### src/rtl/clarvi_bridge_pkg.sv
// Shared types and constants for the clarvi variable-latency bridge.
package clarvi_bridge_pkg;

   localparam int BRIDGE_ADDR_WIDTH = 14;
   localparam logic [31:0] BRIDGE_TIMEOUT_DATA = 32'hDEADBEEF;

   typedef enum logic [2:0] {
      IDLE,
      ISSUE,
      WAIT_DATA,
      DONE,
      RESP
   } bridge_state_t;

   typedef struct packed {
      logic [BRIDGE_ADDR_WIDTH-1:0] addr;
      logic [3:0]                   byteenable;
      logic [31:0]                  writedata;
      logic                         is_write;
   } bridge_req_t;

   function automatic int bridge_timer_width(input int cycles);
      return $clog2(cycles + 1);
   endfunction

endpackage

### src/rtl/clarvi_bridge_timer.sv
// Loadable saturating down-counter; expired_o flags the last enabled cycle
// once the count has run down to zero.
module clarvi_bridge_timer #(
   parameter int WIDTH = 11
) (
   input  logic             clock,
   input  logic             reset,
   input  logic             load_i,
   input  logic [WIDTH-1:0] load_val_i,
   input  logic             en_i,
   output logic             expired_o
);

   logic [WIDTH-1:0] cnt_q, cnt_d;

   always_comb begin
      cnt_d = cnt_q;
      if (load_i)
         cnt_d = load_val_i;
      else if (en_i && (cnt_q != '0))
         cnt_d = cnt_q - WIDTH'(1);
   end

   always_ff @(posedge clock or posedge reset) begin
      if (reset) cnt_q <= '0;
      else       cnt_q <= cnt_d;
   end

   assign expired_o = en_i && (cnt_q == '0);

endmodule

### src/rtl/clarvi_latency_bridge.sv
// Hides variable slave latency from the fixed 1-cycle-latency clarvi core.
// Define BRIDGE_TIMEOUT_EN to abort transactions stuck for TIMEOUT_CYCLES.
module clarvi_latency_bridge
   import clarvi_bridge_pkg::*;
#(
   parameter int ADDR_WIDTH     = BRIDGE_ADDR_WIDTH,
   parameter int TIMEOUT_CYCLES = 1024
) (
   input  logic                  clock,
   input  logic                  reset,
   input  logic [ADDR_WIDTH-1:0] avs_address,
   input  logic [3:0]            avs_byteenable,
   input  logic                  avs_read,
   input  logic                  avs_write,
   input  logic [31:0]           avs_writedata,
   output logic                  avs_waitrequest,
   output logic [31:0]           avs_readdata,
   output logic                  avs_readdatavalid,
   output logic [ADDR_WIDTH-1:0] avm_address,
   output logic [3:0]            avm_byteenable,
   output logic                  avm_read,
   output logic                  avm_write,
   output logic [31:0]           avm_writedata,
   input  logic                  avm_waitrequest,
   input  logic [31:0]           avm_readdata,
   input  logic                  avm_readdatavalid,
   output logic                  timeout_error
);

   bridge_state_t state_q, state_d;
   bridge_req_t   req_q, req_d;
   logic [31:0]   rdata_q, rdata_d;
   logic          avm_read_q, avm_write_q;
   logic          tmo_expire;

`ifdef BRIDGE_TIMEOUT_EN
   localparam int TMR_W = bridge_timer_width(TIMEOUT_CYCLES);
   // Loaded one short so expiry lands on the TIMEOUT_CYCLES-th busy cycle.
   localparam logic [TMR_W-1:0] TMR_LOAD = TMR_W'(TIMEOUT_CYCLES - 1);

   logic tmr_load, tmr_en;
   logic tmo_err_q;

   assign tmr_load = (state_d == ISSUE) && (state_q != ISSUE);
   assign tmr_en   = (state_q == ISSUE) || (state_q == WAIT_DATA);

   clarvi_bridge_timer #(
      .WIDTH (TMR_W)
   ) u_timer (
      .clock      (clock),
      .reset      (reset),
      .load_i     (tmr_load),
      .load_val_i (TMR_LOAD),
      .en_i       (tmr_en),
      .expired_o  (tmo_expire)
   );

   always_ff @(posedge clock or posedge reset) begin
      if (reset)           tmo_err_q <= 1'b0;
      else if (tmo_expire) tmo_err_q <= 1'b1;
   end

   assign timeout_error = tmo_err_q;
`else
   assign tmo_expire    = 1'b0;
   assign timeout_error = 1'b0;
`endif

   always_comb begin
      state_d = state_q;
      req_d   = req_q;
      rdata_d = rdata_q;
      case (state_q)
         IDLE, RESP: begin
            state_d = IDLE;
            if (avs_read || avs_write) begin
               req_d.addr       = BRIDGE_ADDR_WIDTH'(avs_address);
               req_d.byteenable = avs_byteenable;
               req_d.writedata  = avs_writedata;
               req_d.is_write   = avs_write;
               state_d          = ISSUE;
            end
         end
         ISSUE: begin
            if (tmo_expire) begin
               state_d = DONE;
               if (!req_q.is_write) rdata_d = BRIDGE_TIMEOUT_DATA;
            end else if (!avm_waitrequest) begin
               state_d = req_q.is_write ? DONE : WAIT_DATA;
            end
         end
         WAIT_DATA: begin
            if (tmo_expire) begin
               state_d = DONE;
               rdata_d = BRIDGE_TIMEOUT_DATA;
            end else if (avm_readdatavalid) begin
               state_d = DONE;
               rdata_d = avm_readdata;
            end
         end
         DONE:    state_d = req_q.is_write ? IDLE : RESP;
         default: state_d = IDLE;
      endcase
   end

   // Slave strobes are registered from the next state so they never see a
   // combinational path from the core side.
   always_ff @(posedge clock or posedge reset) begin
      if (reset) begin
         state_q     <= IDLE;
         req_q       <= '0;
         rdata_q     <= '0;
         avm_read_q  <= 1'b0;
         avm_write_q <= 1'b0;
      end else begin
         state_q     <= state_d;
         req_q       <= req_d;
         rdata_q     <= rdata_d;
         avm_read_q  <= (state_d == ISSUE) && !req_d.is_write;
         avm_write_q <= (state_d == ISSUE) &&  req_d.is_write;
      end
   end

   assign avs_waitrequest   = (state_q != DONE);
   assign avs_readdatavalid = (state_q == RESP);
   assign avs_readdata      = rdata_q;

   assign avm_address    = ADDR_WIDTH'(req_q.addr);
   assign avm_byteenable = req_q.byteenable;
   assign avm_writedata  = req_q.writedata;
   assign avm_read       = avm_read_q;
   assign avm_write      = avm_write_q;

endmodule

### config.mk
export PLATFORM = sky130hd
export DESIGN_NAME = clarvi_latency_bridge
export DESIGN_NICKNAME = d
export VERILOG_FILES = /design/src/rtl/clarvi_bridge_pkg.sv /design/src/rtl/clarvi_bridge_timer.sv /design/src/rtl/clarvi_latency_bridge.sv
export SDC_FILE = /design/constraint.sdc
export NUM_CORES = 1
export LEC_CHECK = 0
export ABC_AREA = 1
export BUFFER_PORTS_ARGS = -buffer_cell sky130_fd_sc_hd__buf_2
export CAP_MARGIN = 10
export CORE_ASPECT_RATIO = 0.9
export CORE_MARGIN = 2
export CORE_UTILIZATION = 45
export CTS_CLUSTER_SIZE = 28
export DETAILED_ROUTE_END_ITERATION = 10
export PLACE_DENSITY = 0.76
export REMOVE_ABC_BUFFERS = 1
export SYNTH_ARGS = -nofsm -noshare
export SYNTH_HDL_FRONTEND = slang
export SYNTH_HIERARCHICAL = 1
export SYNTH_SLANG_ARGS = --single-unit
### constraint.sdc
create_clock -name clock -period 4 [get_ports clock]
set_input_delay 1.2 -clock clock [delete_from_list [all_inputs] [get_ports clock]]
set_output_delay 1.2 -clock clock [all_outputs]
set_load 0.05 [all_outputs]
# Word-level counts from Yosys, hierarchy flattened

Cells that the tools add are included.

Bits in registers: 88
Bits in latches: 0
Bits in writable memories: 0
ROM bits: 0
Input port bits: 88
Output and inout bits: 87
Word-level logic and storage cells: 30
Memories kept: 0

Add/subtract/negate cells: 0
$mul: 0
Div/mod/pow operators: 0
Magnitude comparators: 0
Equality and inequality tests: 6
Shifts and indexed selects: 0
Mux-type cells: 8
Bitwise operators: 0
Reductions and logical operators: 8

Operators with widths:

| kind                                                | count |
|---|---|
| case mux 3 bit (4 select lines)                     | 1 |
| 2-to-1 mux 3 bit                                    | 3 |
| equality test 3 x 1 -> 1 bit, second input constant | 2 |
| equality test 3 x 2 -> 1 bit, second input constant | 2 |
| 2-to-1 mux 1 bit                                    | 4 |
| AND reduction 2 bit                                 | 2 |
| equality test 3 bit, second input constant          | 1 |
| logical NOT 3 bit                                   | 1 |
| != test 3 x 2 -> 1 bit, second input constant       | 1 |
| logical AND 1 bit                                   | 2 |
| OR reduction 2 bit                                  | 1 |
| logical NOT 1 bit                                   | 1 |
| logical OR 1 bit                                    | 1 |

# Depth between registers and ports, before layout

Gate-level depths: netlist of run 1.

Depth in word-level cells: 5
Depth in mapped cells: 6
Mapped depth without buffers: 6

# Worst setup path after synthesis of run 1

Ideal clock, no wire load.

Path kind: reg-to-output
Start: reg state_q[1]
End: out avs_readdatavalid
Arrival time: 1303 ps
Data required time: 2800 ps
Path slack: 1497 ps
Cell stages (with the launch flop): 4
Path buffers: 0
Cell sequence: dfrtp_1 > nor2_2 > inv_1 > nor2_1

Word-level cells in the longest chain between the ends: 1

RTL lines:

| element                  | line                         | RTL |
|---|---|---|
| start: declaration       | clarvi_latency_bridge.sv:30  | `bridge_state_t state_q, state_d;` |
| start signal: assignment | clarvi_latency_bridge.sv:116 | `state_q <= state_d;` |
| equality test 3 bit      | clarvi_latency_bridge.sv:125 | `assign avs_readdatavalid = (state_q == RESP);` |
| end: declaration         | clarvi_latency_bridge.sv:18  | `output logic avs_readdatavalid,` |

No other way between the ends.

# Worst setup path in the final report of run 1

Ends and elaborated chain as after synthesis.

==> results of run 1 <==
-- worst min-delay path by stage --
stage | from | endpoint | slack [ns]
6_report | req_q[0]$_DFF_PP0_ | state_q[2]$_DFF_PP0_ | 0.45
5_1_grt | req_q[0]$_DFF_PP0_ | state_q[2]$_DFF_PP0_ | 0.49
4_1_cts | req_q[0]$_DFF_PP0_ | state_q[2]$_DFF_PP0_ | 0.46
3_5_place_dp | req_q[0]$_DFF_PP0_ | state_q[2]$_DFF_PP0_ | 0.44
3_3_place_gp | req_q[0]$_DFF_PP0_ | state_q[2]$_DFF_PP0_ | 0.44
2_1_floorplan | req_q[0]$_DFF_PP0_ | state_q[2]$_DFF_PP0_ | 0.43
-- per-stage QoR --
step	setup WS [ns]	TNS (ns)	std cells	hold WS (ns)
CTS	1.324	0	678	0.4566
global placement	1.347	0	662	0.4411
global route	1.248	0	679	0.4886
finish	1.342	0	679	0.4531
detailed placement	1.293	0	662	0.4433
floorplan	-0.3093	-7.284	365	0.4259
-- synth_stat cells (2+ instances only) --
cell type and n:
buf_6 13, buf_2 5, nand3_2 2, o21ai_0 10, nand2_1 120, nor2_1 7, o21ai_2 41, inv_1 58
buf_4 53, nand3_1 33, dfrtp_1 88
-- registers in the layout (all words and copies together) (netlist names) --
register,cells
avm_address,14
avm_writedata,32
avm_write,1
avs_readdata,32
avm_read,1
req_q,1
avm_byteenable,4
state_q,3
-- worst max-delay path, delay by kind of cell (launching register included) --
| kind | cells | cell delay [ns] |
|---|---|---|
| flops | 1 | 0.46 |
| buf+inv | 2 | 0.33 |
| simple gates | 2 | 0.33 |
-- cells by family (layout without fill, tap and decap cells) --
kind of cell	Yosys count	count (layout)	share of synthesized area (%)
simple gates	166	166	17.27
buf+inv	131	251	19.28
compound gates	51	51	9.927
other cells	1	1	0.09099
flops	88	88	53.43
-- metal layers --
metal | vias to the layer above | track usage, %
met5 | - | 0
met4 | 0 | 6.111
met3 | 9 | 6.004
met1 | 1437 | 22.27
met2 | 154 | 26.68
li1 | 1509 | -
-- cell type report --
type	instances	share of cell area, %
multi-input combinational	218	23.39
inverter	59	4.599
tap	122	3.152
timing repair buffer	176	19.28
clock inverter	4	1.111
sequential	88	45.48
clock buffer	12	2.997
==> results.py, run 1 <==
metrics = {
    "finish": {
        "most-common-layout-cells": "buf_2, nand2_1, dfrtp_1",
        "layout-drive-gt1-share_pct": 42.73,
        "layout_commonest_cell": "buf_2",
        "syn_to_final_growth_pct": 17.49,
        "ff_latch_area_um2": 2202,
        "fill_cells": 858,
        "finalCoreUtilization_pct": 53.79,
        "antenna_cells": 0,
        "nets": 640,
        "multi_input_area_um2": 1132,
        "design_area_um2": 4842,
    },
    "setup_path": {
        "cp_slowest_cell": "dfrtp_1",
        "r2r_cells": 5,
        "r2r-end": "avm_address[11]$_DFFE_PP0P_",
        "critPathArrivalTime_ns": 1.46,
        "crit_path_end": "avs_readdatavalid",
        "worstPathMaxFanout": 4,
        "r2r_setup_slack_ns": 2.44,
        "r2r_start": "state_q[1]$_DFF_PP0_",
        "cp.required_ns": 2.80,
        "max_stage_delay_ns": 0.46,
        "path_cells": "nor2_2 -> inv_1 -> nor2_1 -> buf_2",
        "crit_type": "reg -> out",
        "critPathLaunch": "state_q[1]$_DFF_PP0_",
        "cp-start-kind": "register",
        "end_kind": "output pin",
    },
    "sta": {
        "worstMarginPinSlew_ns": 0.7653,
        "maxSlewViolCount": 0,
        "skew_ns": 0.01323,
        "finalSetupViolations": 0,
        "finalCritPeriodShare_pct": 66.44,
        "rsz0062_at_grt": "no",
        "hold_violations": 0,
        "fmax_mhz": 376.3,
        "slew_headroom_pct": 48.92,
        "fin_crit_ns": 2.658,
    },
    "route": {
        "met1Wirelength_mm": 3.576,
        "met3_length_um": 907,
        "maxUsedRoutingLayer": "met4",
        "dr.pass1.iters": 4,
        "wl_per_cell_um": 12.26,
        "via_per_inst": 4.579,
        "drc": 0,
        "ant_nets": 0,
        "num_vias": 3109,
        "routed-wl-met2_mm": 3.744,
        "routed_wl_mm": 8.325,
        "drt_iter0_drc": 217,
    },
    "clock_tree": {
        "hold_buffers": 0,
        "cts.htree.levels": 3,
        "post_cts_buffers": 0,
        "clkTransAtPathRegs_ns": 0.09,
        "cts-root-buf": "clkbuf_8",
        "clock_sinks": 88,
        "clock_path_buffers": 2,
        "cts_tree": "done",
        "cts_made_buffers": 9,
        "cts_repair_resize_count": 0,
        "insertion_delay_ns": 0.34,
    },
    "yosys": {
        "synthTopCellsByArea": "dfrtp_1, nand2_1, buf_4",
        "synth_edf_count": 0,
        "synth_area_per_cell_um2": 9.431,
        "synth_top_area_cell": "dfrtp_1",
        "synth.ff_latch_count": 88,
        "syn_inst": 437,
        "synthFlopType": "dfrtp_1",
        "synth_top_area_share_pct": 53.43,
        "async_flop_share_pct": 100.0,
        "synth_area_um2": 4121,
        "ys_warn_count": 6,
        "yosysSeqAreaShare_pct": 53.43,
        "synth_cell_types": 18,
    },
    "placement": {
        "dp_hpwl_mm": 6.054,
        "port_buffers": 173,
        "gp_congestion": 0.8544,
        "post_dp_cell_area_um2": 4616,
    },
    "global_route": {
        "grt_pass1_vias": 2893,
        "gr-total-overflow": 0,
        "grtUsageTotal_pct": 17.11,
        "grt_start_max_net_pins": 88,
        "antenna_found_initial": 0,
        "grt_pass1_wl_mm": 13.63,
    },
    "floorplan": {
        "fp.dieArea_um2": 9942,
        "core_area_um2": 9001,
        "placementRows": 33,
        "initial_core_util_pct": 45.79,
        "chipWidth_um": 104.9,
        "die_y_um": 94.79,
        "boundaryPins": 175,
    },
    "worst_hold_path": {
        "hp-class": "reg -> reg",
        "min_path_cells": 1,
    },
    "run": {
        "max_cap_viol_count": 0,
    },
    "status": {
        "status": "completed",
    },
}
Power of run 1 is not shown: default switching activity piles up to over one toggle a cycle in this logic, so the estimate is an artifact.
==> inputs of run 2 (changes only) <==
--- a/config.mk
+++ b/config.mk
@@ -10,7 +10,7 @@
 export CAP_MARGIN = 10
 export CORE_ASPECT_RATIO = 0.9
 export CORE_MARGIN = 2
-export CORE_UTILIZATION = 45
+export CORE_UTILIZATION = 43
 export CTS_CLUSTER_SIZE = 28
 export DETAILED_ROUTE_END_ITERATION = 10
 export PLACE_DENSITY = 0.76
==> constraint.sdc (replaced) <==
create_clock -name clock -period 2.4 [get_ports clock]
set_input_delay 0.72 -clock clock [delete_from_list [all_inputs] [get_ports clock]]
set_output_delay 0.72 -clock clock [all_outputs]
set_load 0.05 [all_outputs]
==> results.py, run 2 (same netlist as run 1, synthesis figures left out) <==
metrics = {
    "status": {
        "status": "completed",
    },
    "sta": {
        "fin_crit_ns": 2.181,
        "whs_ns": 0.3494,
        "hold_violations": 0,
        "finalCritPeriodShare_pct": 90.86,
        "rsz0062_at_grt": "no",
        "maxSlewViolCount": 0,
        "finalSetupTns_ns": 0,
        "skew_ns": 0.01248,
        "finalSetupViolations": 0,
        "fmax_mhz": 458.6,
    },
    "placement": {
        "dp_hpwl_mm": 6.357,
        "dp_cells": 667,
        "port_buffers": 173,
        "gp_congestion": 0.8316,
        "post_dp_cell_area_um2": 4653,
    },
    "setup_path": {
        "r2r_start": "state_q[2]$_DFF_PP0_",
        "crit_buf_inv": 2,
        "worstPathMaxFanout": 4,
        "critPathArrivalTime_ns": 1.46,
        "cp-start-kind": "register",
        "cpLargestDelayFamily": "flip-flops",
        "path_cells": "nor2_2 -> inv_1 -> nor2_1 -> buf_2",
        "crit_type": "reg -> out",
        "cp.required_ns": 1.68,
        "cp.depth": 4,
        "max_stage_delay_ns": 0.46,
        "r2r_cells": 5,
        "r2r-end": "avm_read$_DFF_PP0_",
        "end_kind": "output pin",
        "cp_slowest_cell": "dfrtp_1",
        "r2r_setup_slack_ns": 0.90,
    },
    "clock_tree": {
        "insertion_delay_ns": 0.35,
        "cts.htree.levels": 3,
        "clock_path_buffers": 2,
        "cts_tree": "done",
        "cts_repair_resize_count": 0,
        "post_cts_buffers": 0,
        "cts-root-buf": "clkbuf_8",
        "hold_buffers": 0,
        "clock_sinks": 88,
        "cts_made_buffers": 9,
        "clkTransAtPathRegs_ns": 0.09,
    },
    "global_route": {
        "grt_pass1_wl_mm": 14.01,
        "grt_start_max_net_pins": 77,
        "grtUsageTotal_pct": 16.79,
        "grt_pass1_vias": 3048,
        "antenna_found_initial": 0,
        "gr-total-overflow": 0,
    },
    "floorplan": {
        "placementRows": 33,
        "chipWidth_um": 107.2,
        "fp.dieArea_um2": 10380,
        "die_y_um": 96.88,
        "core_area_um2": 9208,
        "initial_core_util_pct": 44.76,
        "boundaryPins": 175,
    },
    "route": {
        "ant_nets": 0,
        "routed_wl_mm": 8.550,
        "drt_iter0_drc": 298,
        "dr.pass1.iters": 4,
        "drc": 0,
        "num_vias": 3081,
        "wl_per_cell_um": 12.52,
        "via_per_inst": 4.511,
    },
    "finish": {
        "layout-drive-gt1-share_pct": 42.96,
        "layout_commonest_cell": "buf_2",
        "antenna_cells": 0,
        "nets": 644,
        "fin_cells": 683,
        "syn_to_final_growth_pct": 16.94,
        "design_area_um2": 4820,
        "most-common-layout-cells": "buf_2, nand2_1, dfrtp_1",
    },
    "worst_hold_path": {
        "hp-class": "in -> async",
    },
    "run": {
        "max_cap_viol_count": 0,
    },
}
-- run 2: worst max path at each step --
stage                              start            endpoint
global placement    state_q[1]$_DFF_PP0_   avs_readdatavalid
finish              state_q[1]$_DFF_PP0_   avs_readdatavalid
floorplan                      avs_write  avm_read$_DFF_PP0_
detailed placement     avm_readdatavalid  avm_read$_DFF_PP0_
CTS                 state_q[1]$_DFF_PP0_   avs_readdatavalid
global route        state_q[1]$_DFF_PP0_   avs_readdatavalid
-- run 2: area by class of cell --
class,count,area [µm²]
inverter,59,222.7
tap,122,152.6
multi-input combinational,218,1132
fill,838,4388
clock buffer,12,135.1
timing repair buffer,180,943.4
sequential,88,2202
clock inverter,4,31.28
-- run 2: per-stage QoR --
| step | setup slack (ns) | util, % |
|---|---|---|
| floorplan | -1.429 | - |
| global placement | 0.6110 | 50.54 |
| detailed placement | 0.5907 | 50.54 |
| CTS | 0.2059 | 52.34 |
| global route | 0.1332 | 52.34 |
| finish | 0.2194 | 52.34 |
-- run 2: layer usage --
metal / part of all wire (%) / GRT usage (%) / up-vias
met4: 1.1 / 5.095 / 0
met5: 0 / 0 / -
li1: - / - / 1517
met2: 47 / 27.99 / 150
met1: 42 / 20.47 / 1406
met3: 11 / 5.728 / 8
Power of run 2 is left out for the same reason.
